$ cat src/rtl/irq_pkg.sv
// irq_pkg: shared types and helpers for the interrupt controller.
//   irq_state_e : controller FSM state encoding
//   id_width()  : width of the source-index bus for a given source count
package irq_pkg;

    typedef enum logic [1:0] {
        S_IDLE    = 2'b00,
        S_PEND    = 2'b01,
        S_HANDLER = 2'b10,
        S_GUARD   = 2'b11
    } irq_state_e;

    // Index width; a single source still needs one bit to carry index 0.
    function automatic int id_width(input int n);
        return (n > 1) ? $clog2(n) : 1;
    endfunction

endpackage

$ cat src/rtl/irq_prio_enc.sv
// irq_prio_enc: lowest-index-wins priority encoder.
//   vec_i   : request vector (bit 0 is highest priority)
//   idx_o   : index of lowest set bit (0 when none set)
//   valid_o : any bit of vec_i set
module irq_prio_enc
    import irq_pkg::*;
#(
    parameter int N_IRQ = 6,
    parameter int ID_W  = id_width(N_IRQ)
) (
    input  logic [N_IRQ-1:0] vec_i,
    output logic [ID_W-1:0]  idx_o,
    output logic             valid_o
);

    // Scan from the top down so the lowest set index is the last one written.
    always_comb begin
        idx_o   = '0;
        valid_o = |vec_i;
        for (int i = N_IRQ - 1; i >= 0; i--) begin
            idx_o = vec_i[i] ? ID_W'(i) : idx_o;
        end
    end

endmodule

$ cat src/rtl/irq_controller.sv
// irq_controller: interrupt entry/exit sequencer for an in-order pipeline.
// Build option: define IRQ_EDGE_LATCH_EN to capture rising edges of irq_i
// into sticky pending bits; otherwise sources are level sensitive.
//   clk, reset          : clock, asynchronous active-high reset
//   irq_i, im_i, ie_i   : sources, per-source mask, global enable
//   xfer_i, stall_i     : pipeline conditions that block interrupt entry
//   eret_i              : return-from-exception decoded in ID
//   take_o              : one-cycle pulse, enter handler
//   exl_o, exl_clr_o    : exception level flag and its clear pulse
//   irq_id_o, cause_ip_o: taken source index and pending-enabled snapshot
module irq_controller
    import irq_pkg::*;
#(
    parameter int N_IRQ     = 6,
    parameter int GUARD_CYC = 2
) (
    input  logic                        clk,
    input  logic                        reset,
    input  logic [N_IRQ-1:0]            irq_i,
    input  logic [N_IRQ-1:0]            im_i,
    input  logic                        ie_i,
    input  logic                        xfer_i,
    input  logic                        stall_i,
    input  logic                        eret_i,
    output logic                        take_o,
    output logic                        exl_o,
    output logic                        exl_clr_o,
    output logic [id_width(N_IRQ)-1:0]  irq_id_o,
    output logic [N_IRQ-1:0]            cause_ip_o
);

    localparam int         ID_W     = id_width(N_IRQ);
    localparam logic [3:0] GUARD_LD = 4'(GUARD_CYC);

    irq_state_e        state_q, state_d;
    logic              take_q, take_d;
    logic              exl_q, exl_d;
    logic              exl_clr_q, exl_clr_d;
    logic [ID_W-1:0]   id_q, id_d;
    logic [N_IRQ-1:0]  cause_q, cause_d;
    logic [3:0]        cnt_q, cnt_d;

    logic [N_IRQ-1:0]  src_s;
    logic [N_IRQ-1:0]  hit_s;
    logic [ID_W-1:0]   enc_idx_s;
    logic              enc_valid_s;
    logic              req_s;
    logic              block_s;

`ifdef IRQ_EDGE_LATCH_EN
    logic [N_IRQ-1:0]  pend_q, pend_d;
    logic [N_IRQ-1:0]  prev_q;
    logic [N_IRQ-1:0]  clr_s;

    // Sticky pending bits: clear the taken source, then OR in fresh rising
    // edges so a same-cycle edge on the taken bit survives.
    always_comb begin
        clr_s = '0;
        if (take_d) begin
            clr_s[enc_idx_s] = 1'b1;
        end else begin
            clr_s = '0;
        end
        pend_d = (pend_q & ~clr_s) | (irq_i & ~prev_q);
    end

    // Pending vector and previous-sample registers for edge detection.
    always_ff @(posedge clk or posedge reset) begin
        if (reset) begin
            pend_q <= '0;
            prev_q <= '0;
        end else begin
            pend_q <= pend_d;
            prev_q <= irq_i;
        end
    end

    assign src_s = pend_q;
`else
    assign src_s = irq_i;
`endif

    assign hit_s   = src_s & im_i;
    assign block_s = xfer_i | stall_i;
    assign req_s   = ie_i & enc_valid_s;

    irq_prio_enc #(
        .N_IRQ (N_IRQ),
        .ID_W  (ID_W)
    ) u_prio_enc (
        .vec_i   (hit_s),
        .idx_o   (enc_idx_s),
        .valid_o (enc_valid_s)
    );

    // Next-state and next-output logic of the entry/exit sequencer.
    always_comb begin
        state_d   = state_q;
        take_d    = 1'b0;
        exl_clr_d = 1'b0;
        exl_d     = exl_q;
        id_d      = id_q;
        cause_d   = cause_q;
        cnt_d     = cnt_q;
        case (state_q)
            S_IDLE: begin
                exl_d   = 1'b0;
                state_d = req_s ? S_PEND : S_IDLE;
            end
            S_PEND: begin
                if (!req_s) begin
                    state_d = S_IDLE;
                end else if (block_s) begin
                    state_d = S_PEND;
                end else begin
                    state_d = S_HANDLER;
                    take_d  = 1'b1;
                    id_d    = enc_idx_s;
                    cause_d = hit_s;
                    exl_d   = 1'b1;
                end
            end
            S_HANDLER: begin
                // eret waits out a stall; new requests are not looked at here.
                if (eret_i && !stall_i) begin
                    exl_clr_d = 1'b1;
                    exl_d     = 1'b0;
                    if (GUARD_LD == 4'd0) begin
                        state_d = S_IDLE;
                    end else begin
                        state_d = S_GUARD;
                        cnt_d   = GUARD_LD;
                    end
                end else begin
                    state_d = S_HANDLER;
                end
            end
            S_GUARD: begin
                if (cnt_q <= 4'd1) begin
                    state_d = S_IDLE;
                    cnt_d   = 4'd0;
                end else begin
                    cnt_d   = cnt_q - 4'd1;
                end
            end
            default: begin
                state_d = S_IDLE;
                cnt_d   = 4'd0;
            end
        endcase
    end

    // State and registered outputs.
    always_ff @(posedge clk or posedge reset) begin
        if (reset) begin
            state_q   <= S_IDLE;
            take_q    <= 1'b0;
            exl_q     <= 1'b0;
            exl_clr_q <= 1'b0;
            id_q      <= '0;
            cause_q   <= '0;
            cnt_q     <= 4'd0;
        end else begin
            state_q   <= state_d;
            take_q    <= take_d;
            exl_q     <= exl_d;
            exl_clr_q <= exl_clr_d;
            id_q      <= id_d;
            cause_q   <= cause_d;
            cnt_q     <= cnt_d;
        end
    end

    assign take_o     = take_q;
    assign exl_o      = exl_q;
    assign exl_clr_o  = exl_clr_q;
    assign irq_id_o   = id_q;
    assign cause_ip_o = cause_q;

endmodule
$ cat config.mk
export PLATFORM = sky130hd
export DESIGN_NAME = irq_controller
export DESIGN_NICKNAME = d
export VERILOG_FILES = /design/src/rtl/irq_pkg.sv /design/src/rtl/irq_prio_enc.sv /design/src/rtl/irq_controller.sv
export SDC_FILE = /design/constraint.sdc
export NUM_CORES = 1
export LEC_CHECK = 0
export ABC_AREA = 1
export BUFFER_PORTS_ARGS = -buffer_cell sky130_fd_sc_hd__buf_2
export CELL_PAD_IN_SITES_DETAIL_PLACEMENT = 0
export CELL_PAD_IN_SITES_GLOBAL_PLACEMENT = 1
export CORE_UTILIZATION = 35
export CTS_CLUSTER_SIZE = 25
export DETAILED_ROUTE_END_ITERATION = 6
export HOLD_SLACK_MARGIN = 0.12
export PLACE_DENSITY_LB_ADDON = 0.3
export SETUP_SLACK_MARGIN = 0.1
export SYNTH_ARGS = -nofsm -noshare
export SYNTH_HDL_FRONTEND = slang
export SYNTH_HIERARCHICAL = 1
export SYNTH_SLANG_ARGS = --single-unit
$ cat constraint.sdc
create_clock -name clk -period 1.55 [get_ports clk]
set_input_delay 0.31 -clock clk [delete_from_list [all_inputs] [get_ports clk]]
set_output_delay 0.31 -clock clk [all_outputs]
set_load 0.02 [all_outputs]
==> results of run 1 <==
-- power groups by stage --
| stage | Clock, mW | Combinational (mW) | Sequential (mW) |
|---|---|---|---|
| 4_1_cts | 0.313 | 0.697 | 0.726 |
| 3_3_place_gp | 0 | 0.688 | 0.733 |
| 3_5_place_dp | 0 | 0.690 | 0.736 |
| 2_1_floorplan | 0 | 0.386 | 0.830 |
| 6_report | 0.297 | 0.684 | 0.723 |
| 5_1_grt | 0.325 | 0.782 | 0.749 |
-- flip-flops by register name (all words and copies together) (netlist names), named ones only --
| register | count |
|---|---|
| cause_ip_o | 6 |
| cnt_q | 4 |
| exl_clr_o | 1 |
| exl_o | 1 |
| irq_id_o | 3 |
| state_q | 1 |
| take_o | 1 |
-- cell type report --
class                           count  share of cell area (%)
Sequential cell                    18                    37.0
Multi-Input combinational cell     73                    31.8
Timing Repair Buffer               36                    17.5
Inverter                           25                    7.70
Tap cell                           30                    3.08
Clock buffer                        4                    2.98
-- through the flow --
stage	setup WS (ps)	cells	instance area [um^2]	power, mW
6_report	280	186	1220	1.70
5_1_grt	193	186	1220	1.86
4_1_cts	255	186	1220	1.74
3_5_place_dp	103	181	1170	1.43
3_3_place_gp	147	181	1170	1.42
2_1_floorplan	276	117	943	1.22
-- worst max path at each step --
stage          cells past startpoint  startpoint  slack [ps]            end
2_1_floorplan                      7    irq_i[3]         280          exl_o
3_3_place_gp                       9    irq_i[3]         150    irq_id_o[0]
3_5_place_dp                       8    irq_i[4]         100  cause_ip_o[4]
4_1_cts                            7    cnt_q[0]         250      flip-flop
5_1_grt                            7    cnt_q[0]         190      flip-flop
6_report                           7    cnt_q[0]         280      flip-flop
-- metal layers --
metal	wire length (um)	part of all wire [%]
met5	0	0
met4	14	0.77
met3	91	5.0
met2	993	54
met1	730	40
-- critical path, delay by kind of cell, from the launching register on --
kind / cells / cell delay, ps
flops: 1 / 430
buf+inv: 2 / 150
simple gates: 3 / 230
compound gates: 1 / 180
fa+ha+maj: 1 / 190
-- layout by cell type (no fill, tap or decap), drive strengths merged --
| cell | Yosys | final |
|---|---|---|
| nand2 | 35 | 35 |
| buf | 1 | 35 |
| inv | 25 | 25 |
| dfrtp | 18 | 18 |
| nor2 | 9 | 9 |
| o21ai | 9 | 9 |
| nand3 | 8 | 8 |
| nand4 | 4 | 4 |
| clkbuf | 0 | 4 |
| o211ai | 2 | 2 |
| ha | 2 | 2 |
| o21a | 1 | 1 |
| xor2 | 1 | 1 |
| dlygate4sd3 | 0 | 1 |
| a21oi | 1 | 1 |
| nor3 | 1 | 1 |
-- kinds of logic after synthesis --
group                      Yosys count  share of synthesized area, %
xor gates and xnor gates             1                         0.929
AOI/OAI and AO/OA                   13                          9.68
adders and majority gates            2                          2.65
and+or+nand+nor                     57                          27.9
buffers and inverters               26                          11.1
DFF                                 18                          47.7
==> results.sh, run 1 <==
export IMPL_status="completed"
export IMPL_synthCells=117
export IMPL_antenna_found_initial=0
export IMPL_synth_top_cells_by_count="nand2_1 (35), inv_1 (24), dfrtp_1 (18)"
export IMPL_max_freq_mhz=787
export IMPL_synth_most_common_cell="nand2_1"
export IMPL_gr_usage_met3_pct=5.93
export IMPL_die_area_mm2=0.00291
export IMPL_crit_chain="inv_1 > ha_1 > inv_1 > nand2_1 > nand2_1 > o21ai_0 > nand2_1"
export IMPL_peakVddDrop_mv=0.737
export IMPL_synth_area_top_cells="dfrtp_1 (48%), nand2_1 (14%), inv_1 (9.5%), o21ai_2 (4.6%), nand3_1 (3.7%)"
export IMPL_syn_nets=137
export IMPL_coreArea_mm2=0.00252
export IMPL_synth_flop_cell="dfrtp_1"
export IMPL_finalHoldViolCount=0
export IMPL_antenna_cells=0
export IMPL_yosysTopAreaCell="dfrtp_1"
export IMPL_grt_ovfl_total=0
export IMPL_min_period_over_period_pct=81.9
export IMPL_slowest_delay_ps=430
export IMPL_clock_sinks=18
export IMPL_arrival_ps=1470
export IMPL_p_sw_share_pct=39.8
export IMPL_hp_start="im_i[5]"
export IMPL_met1_usage_pct=16.3
export IMPL_yosysUniqueCellTypes=19
export IMPL_crit_path_start_kind="flip-flop"
export IMPL_grt_max_degree=19
export IMPL_path_class="reg2reg"
export IMPL_grt_total_usage_pct=15.8
export IMPL_first_pass_iters=4
export IMPL_whs_ps=273
export IMPL_rsz0062_at_grt="no"
export IMPL_r2r_setup_slack_ps=280
export IMPL_cp_end_kind="flip-flop"
export IMPL_final_util_pct=48.3
export IMPL_cp_slowest_cell="dfrtp_1"
export IMPL_die_x_um=53.9
export IMPL_vias_per_cell=4.50
export IMPL_post_cts_buffers=0
export IMPL_htree_levels=1
export IMPL_busiest_layer="met2"
export IMPL_multi_input_area_um2=388
export IMPL_yosysSeqAreaShare_pct=47.7
export IMPL_r2r_start="cnt_q[0]"
export IMPL_p_int_mw=1.03
export IMPL_clock_path_buffers=2
export IMPL_syn_cell_area_um2=943
export IMPL_worst_pin_slew_ps=289
export IMPL_min_path_cells=3
export IMPL_syn_avg_cell_area_um2=8.06
export IMPL_wl_per_cell_um=9.84
export IMPL_io_buffers=29
export IMPL_grt_pass1_vias=807
export IMPL_drc=0
export IMPL_cts_made_buffers=3
export IMPL_regArea_um2=450
export IMPL_drv_slew=0
export IMPL_finalClockSkew_ps=4.21
export IMPL_fin_nets=177
export IMPL_areaGrowthSynthToFinish_pct=29.2
export IMPL_drt_iter0_drc=2
export IMPL_rows=18
export IMPL_p_leak_nw=0.738
export IMPL_dpl_hpwl_mm=1.42
export IMPL_netlist_area_leader_share_pct=47.7
export IMPL_async_flop_share_pct=100
export IMPL_finalSetupTns_ps=0
export IMPL_relSlewSlack_pct=80.7
export IMPL_final_antenna_net_count=0
export IMPL_gr_usage_met2_pct=30.0
export IMPL_path_common_cell="nand2_1"
export IMPL_reg2regPathDepth=7
export IMPL_num_io_pins=30
export IMPL_place_gp_congestion=0.746
export IMPL_setup_viol=0
export IMPL_root_buffer="clkbuf_4"
export IMPL_power_switching_uw=679
export IMPL_hold_buffers=1
export IMPL_start_util_pct=37.4
export IMPL_die_y_um=53.9
export IMPL_hold_path_class="in2reg"
export IMPL_drv_cap=0
export IMPL_layout_drive_gt1_share_pct=32.1
export IMPL_yosysWarningCount=6
export IMPL_tritoncts="built"
export IMPL_period_minus_slack_ps=1270
export IMPL_num_vias=837
export IMPL_combPwrFrac_pct=40.1
export IMPL_cellPowerDensity_mw_per_mm2=1400
export IMPL_ys_seq_elements=18
export IMPL_cp_required_ps=1750
export IMPL_path_clk_slew_ps=110
export IMPL_cts_resized=0
export IMPL_synth_edf_count=0
export IMPL_drt_total_wl_mm=1.83
export IMPL_p_seq_share_pct=42.5
export IMPL_grt_pass1_wl_mm=3.22
export IMPL_pwr_share_clk_pct=17.4
export IMPL_whs_endpoint="cause_ip_o[5]"
export IMPL_fillers=270
export IMPL_worst_path_max_fanout=5
export IMPL_clk_insertion_delay_late_ps=300
(Power assumes the default switching activity.)
==> run 2: changes to the inputs <==
CORE_UTILIZATION = 32   (was 35)
clock period = 1 ns   (was 1.55 ns; I/O delays follow)
==> results.sh, run 2 (synthesized netlist as in run 1, its figures left out) <==
export IMPL_reg2regPathDepth=7
export IMPL_final_util_pct=63.1
export IMPL_grt_ovfl_total=0
export IMPL_p_seq_share_pct=30.2
export IMPL_dpl_hpwl_mm=1.74
export IMPL_grt_pass1_vias=1011
export IMPL_vias_per_cell=4.52
export IMPL_drc=0
export IMPL_period_minus_slack_ps=1190
export IMPL_violations="negative setup slack"
export IMPL_worst_path_max_fanout=5
export IMPL_tritoncts="built"
export IMPL_p_sw_share_pct=39.1
export IMPL_slowest_delay_ps=420
export IMPL_layout_setup_ws_ps=-187
export IMPL_wl_per_cell_um=11.4
export IMPL_power_switching_mw=1.53
export IMPL_status="finished, violations left"
export IMPL_arrival_ps=1380
export IMPL_cellPowerDensity_mw_per_mm2=2230
export IMPL_worst_pin_slew_ps=245
export IMPL_cp_slowest_cell="dfrtp_1"
export IMPL_num_vias=1009
export IMPL_grt_total_usage_pct=18.0
export IMPL_final_antenna_net_count=0
export IMPL_p_int_mw=2.38
export IMPL_htree_levels=1
export IMPL_min_period_over_period_pct=119
export IMPL_grt_max_degree=19
export IMPL_root_buffer="clkbuf_4"
export IMPL_crit_path_start_kind="flip-flop"
export IMPL_whs_ps=175
export IMPL_grt_pass1_wl_mm=4.40
export IMPL_peakVddDrop_mv=1.74
export IMPL_finalHoldViolCount=0
export IMPL_start_util_pct=33.9
export IMPL_drv_slew=0
export IMPL_antenna_cells=0
export IMPL_rows=19
export IMPL_drv_cap=0
export IMPL_path_class="reg2reg"
export IMPL_crit_start="cnt_q[1]"
export IMPL_clock_path_buffers=2
export IMPL_dpl_cell_area_mm2=0.00138
export IMPL_drt_total_wl_mm=2.55
export IMPL_final_area_mm2=0.00175
export IMPL_path_clk_slew_ps=120
export IMPL_final_cell_mix="buf_4 (37), buf_2 (17), buf_6 (17), nand2_1 (16), dfrtp_1 (16)"
export IMPL_r2r_setup_slack_ps=-190
export IMPL_largest_register_ff_count=6
export IMPL_die_y_um=56.3
export IMPL_die_x_um=56.3
export IMPL_layout_cells_most_common="buf_4"
export IMPL_layout_drive_gt1_share_pct=67.2
export IMPL_rsz0062_at_grt="yes"
export IMPL_io_buffers=29
export IMPL_regArea_um2=453
export IMPL_r2r_start="cnt_q[1]"
export IMPL_hold_path_class="in2reg"
export IMPL_finalClockSkew_ps=3.41
export IMPL_pwr_share_clk_pct=12.0
export IMPL_relSlewSlack_pct=83.6
export IMPL_setup_viol=27
export IMPL_cp_required_ps=1190
export IMPL_fin_nets=213
export IMPL_drt_iter0_drc=21
export IMPL_cts_made_buffers=3
export IMPL_fillers=253
export IMPL_coreArea_mm2=0.00278
export IMPL_first_pass_iters=4
export IMPL_p_leak_nw=0.939
export IMPL_clk_insertion_delay_late_ps=300
export IMPL_antenna_found_initial=0
export IMPL_place_gp_congestion=0.739
export IMPL_clock_sinks=18
export IMPL_areaGrowthSynthToFinish_pct=85.9
export IMPL_cp_end_kind="flip-flop"
export IMPL_multi_input_area_um2=563
export IMPL_die_area_mm2=0.00317
export IMPL_num_io_pins=30
export IMPL_max_freq_mhz=843
export IMPL_combPwrFrac_pct=57.7
export IMPL_crit_chain="inv_2 > ha_4 > inv_2 > nand2_4 > nand2_4 > o21ai_2 > nand2_1"
-- run 2: cell types whose count changed in the layout (fill, tap and decap cells not counted), moves of 3 or more --
cell | before | now
o21ai_0 | 4 | 0
nand2_1 | 35 | 16
inv_1 | 24 | 12
buf_2 | 29 | 17
buf_4 | 5 | 37
inv_2 | 1 | 11
nand3_2 | 1 | 4
nand2_4 | 0 | 5
nand3_1 | 7 | 4
buf_6 | 0 | 17
nor2_4 | 0 | 3
nand2_2 | 0 | 12
-- run 2: per-stage QoR --
stage | cells | setup slack, ps | power, mW | TNS, ps
after floorplan | 117 | -67.4 | 2.04 | -609
after global placement | 198 | -228 | 2.56 | -2720
after detailed placement | 198 | -255 | 2.61 | -3330
after CTS | 215 | -151 | 3.60 | -1990
after global routing | 223 | -233 | 4.19 | -3650
final | 223 | -187 | 3.91 | -2220
-- run 2: worst max-delay path, delay by kind of cell (launching register included) --
family / cells / cell delay [ps]
AOI/OAI and AO/OA: 1 / 160
adders and majority gates: 1 / 140
buffers and inverters: 2 / 160
DFF: 1 / 420
and+or+nand+nor: 3 / 210
-- run 2: how the worst min path moves through the flow --
stage	startpoint	end	slack, ps	cells after the start
final	im_i[5]	cause_ip_o[5]	170	3
after floorplan	reset	async pin	140	1
after CTS	im_i[5]	cause_ip_o[5]	170	3
after global routing	im_i[5]	cause_ip_o[5]	160	3
after detailed placement	reset	irq_id_o[0]	230	3
after global placement	reset	irq_id_o[0]	230	3
-- run 2: routing by layer --
| metal | vias to the layer above | part of all wire [%] | track usage (%) |
|---|---|---|---|
| li1 | 511 | - | - |
| met1 | 477 | 41 | 20.4 |
| met2 | 17 | 55 | 33.3 |
| met3 | 4 | 2.9 | 2.76 |
| met4 | 0 | 1.3 | 7.32 |
| met5 | - | 0 | 0 |
-- run 2: power groups by stage --
stage / Combinational (mW) / Clock, mW / Sequential [mW]
after CTS: 1.96 / 0.476 / 1.16
after global placement: 1.43 / 0 / 1.13
after detailed placement: 1.46 / 0 / 1.15
after global routing: 2.45 / 0.520 / 1.22
after floorplan: 0.738 / 0 / 1.30
final: 2.26 / 0.470 / 1.18
-- run 2: final cells by class --
class | instances | area share [%]
timing repair buffer | 72 | 32.2
tap | 31 | 2.21
clock buffer | 4 | 2.07
inverter | 25 | 5.63
multi-input combinational | 73 | 32.1
sequential | 18 | 25.8
-- run 2: what timing repair did --
action,in CTS,in global routing
setup endpoints to repair,30,30
pin swaps,5,9
hold endpoints to repair,18,0
hold buffers,1,0
gates resized for setup,44,14
buffers inserted,12,8
==> run 3: changes to the inputs <==
CORE_MARGIN = 2   (was not set)
GPL_ROUTABILITY_DRIVEN = 0   (was not set)
==> results.sh, run 3 (synthesized netlist as in run 1, its figures left out) <==
export IMPL_status="finished, violations left"
export IMPL_violations="negative setup slack"
export IMPL_p_leak_nw=0.870
export IMPL_die_y_um=58.3
export IMPL_crit_start="cnt_q[1]"
export IMPL_cp_end_kind="flip-flop"
export IMPL_layout_setup_ws_ps=-145
export IMPL_finalClockSkew_ps=1.31
export IMPL_finalHoldViolCount=0
export IMPL_worst_path_max_fanout=5
export IMPL_fillers=262
export IMPL_whs_ps=160
export IMPL_cpLargestDelayFamily="flip-flops"
export IMPL_path_depth=7
export IMPL_grt_pass1_wl_mm=4.04
export IMPL_drc=0
export IMPL_wl_per_cell_um=10.7
export IMPL_grt_total_usage_pct=15.4
export IMPL_drv_cap=0
export IMPL_io_buffers=29
export IMPL_r2r_start="cnt_q[1]"
export IMPL_start_util_pct=33.9
export IMPL_tritoncts="built"
export IMPL_p_int_mw=2.16
export IMPL_layout_drive_gt1_share_pct=60.0
export IMPL_cp_slowest_cell="dfrtp_1"
export IMPL_die_x_um=58.3
export IMPL_dpl_hpwl_mm=1.66
export IMPL_clock_sinks=18
export IMPL_cellPowerDensity_mw_per_mm2=2190
export IMPL_drv_slew=0
export IMPL_vias_per_cell=4.56
export IMPL_path_clk_slew_ps=110
export IMPL_antenna_found_initial=0
export IMPL_antenna_cells=0
export IMPL_areaGrowthSynthToFinish_pct=71.0
export IMPL_combPwrFrac_pct=54.0
export IMPL_slowest_delay_ps=410
export IMPL_drt_iter0_drc=14
export IMPL_cp_required_ps=1200
export IMPL_min_period_over_period_pct=114
export IMPL_setup_viol=28
export IMPL_crit_chain="inv_2 > ha_2 > inv_1 > nand2_2 > nand2_4 > o21ai_2 > nand2_1"
export IMPL_reg2regPathDepth=7
export IMPL_arrival_ps=1340
export IMPL_layout_cells_most_common="buf_4"
export IMPL_pre_cts_ws_ps=-244
export IMPL_clk_insertion_delay_late_ps=300
export IMPL_p_seq_share_pct=32.9
export IMPL_coreArea_mm2=0.00278
export IMPL_period_minus_slack_ps=1140
export IMPL_hold_path_class="in2reg"
export IMPL_die_area_mm2=0.00340
export IMPL_first_pass_iters=2
export IMPL_pwr_share_clk_pct=13.1
export IMPL_final_util_pct=58.0
export IMPL_clock_path_buffers=2
export IMPL_grt_ovfl_total=0
export IMPL_rsz0062_at_grt="yes"
export IMPL_num_vias=963
export IMPL_power_switching_mw=1.37
export IMPL_root_buffer="clkbuf_4"
export IMPL_final_cell_mix="buf_4 (27), nand2_1 (19), dfrtp_1 (17), buf_2 (17), buf_6 (14)"
export IMPL_num_io_pins=30
export IMPL_max_freq_mhz=874
export IMPL_peakVddDrop_mv=1.47
export IMPL_rows=19
export IMPL_drt_total_wl_mm=2.25
export IMPL_htree_levels=1
export IMPL_cts_made_buffers=3
export IMPL_p_sw_share_pct=38.8
export IMPL_grt_pass1_vias=1001
export IMPL_path_class="reg2reg"
export IMPL_largest_register_ff_count=6
export IMPL_crit_path_start_kind="flip-flop"
export IMPL_relSlewSlack_pct=83.8
export IMPL_worst_pin_slew_ps=243
export IMPL_final_antenna_net_count=0
export IMPL_grt_max_degree=19
export IMPL_crit_buf_inv=2
export IMPL_r2r_setup_slack_ps=-140
export IMPL_fin_nets=201
-- run 3: cell types whose count changed in the layout (fill, tap and decap cells not counted), sizes merged --
cell  before  now
buf       71   59
-- run 3: area by class of cell --
class | count | area (um^2) | share of cell area, %
clock buffers | 4 | 36.3 | 2.25
multi-input cells | 73 | 512 | 31.7
repair buffers | 60 | 475 | 29.5
inverters | 25 | 98.8 | 6.13
well taps | 31 | 38.8 | 2.40
flip-flops and latches | 18 | 452 | 28.0
-- run 3: timing repair --
item	4_1_cts	5_1_grt
endpoints found under the hold margin	18	0
hold buffers	1	0
gates resized for setup	28	14
setup buffers	4	4
setup endpoints to repair	29	30
pin swaps	2	4
-- run 3: worst min path at each step --
stage                       start       endpoint  cells past startpoint
final                     im_i[4]  cause_ip_o[4]                      3
after detailed placement    reset    irq_id_o[0]                      3
after global routing      im_i[4]  cause_ip_o[4]                      3
after global placement      reset    irq_id_o[1]                      3
after CTS                 im_i[4]  cause_ip_o[4]                      3
after floorplan             reset      async pin                      1
-- run 3: metrics by stage --
step	cell area, um^2	power, mW	instances	TNS [ps]
floorplan	1040	2.04	117	-609
CTS	1550	3.42	207	-2110
global placement	1390	2.53	198	-2710
global route	1610	3.83	211	-3570
finish	1610	3.53	211	-1900
detailed placement	1390	2.58	198	-3230
-- run 3: routing by layer --
layer | global-route usage [%] | vias to the layer above | wire length, um
li1 | - | 489 | -
met1 | 18.5 | 452 | 934
met2 | 26.8 | 17 | 1210
met3 | 2.42 | 5 | 65
met4 | 6.98 | 0 | 43
met5 | 0 | - | 0
-- run 3: worst register-to-register path, stage by stage (launching register included) --
cell and delay (ps):
dfrtp_1 410, inv_2 100, ha_2 160, inv_1 40
nand2_2 70, nand2_4 80, o21ai_2 120, nand2_1 70
-- run 3: power groups by stage --
| stage | Combinational, mW | Clock [mW] | Sequential (mW) |
|---|---|---|---|
| 2_1_floorplan | 0.738 | 0 | 1.30 |
| 3_3_place_gp | 1.40 | 0 | 1.13 |
| 3_5_place_dp | 1.45 | 0 | 1.13 |
| 4_1_cts | 1.79 | 0.479 | 1.14 |
| 5_1_grt | 2.11 | 0.525 | 1.19 |
| 6_report | 1.91 | 0.461 | 1.16 |
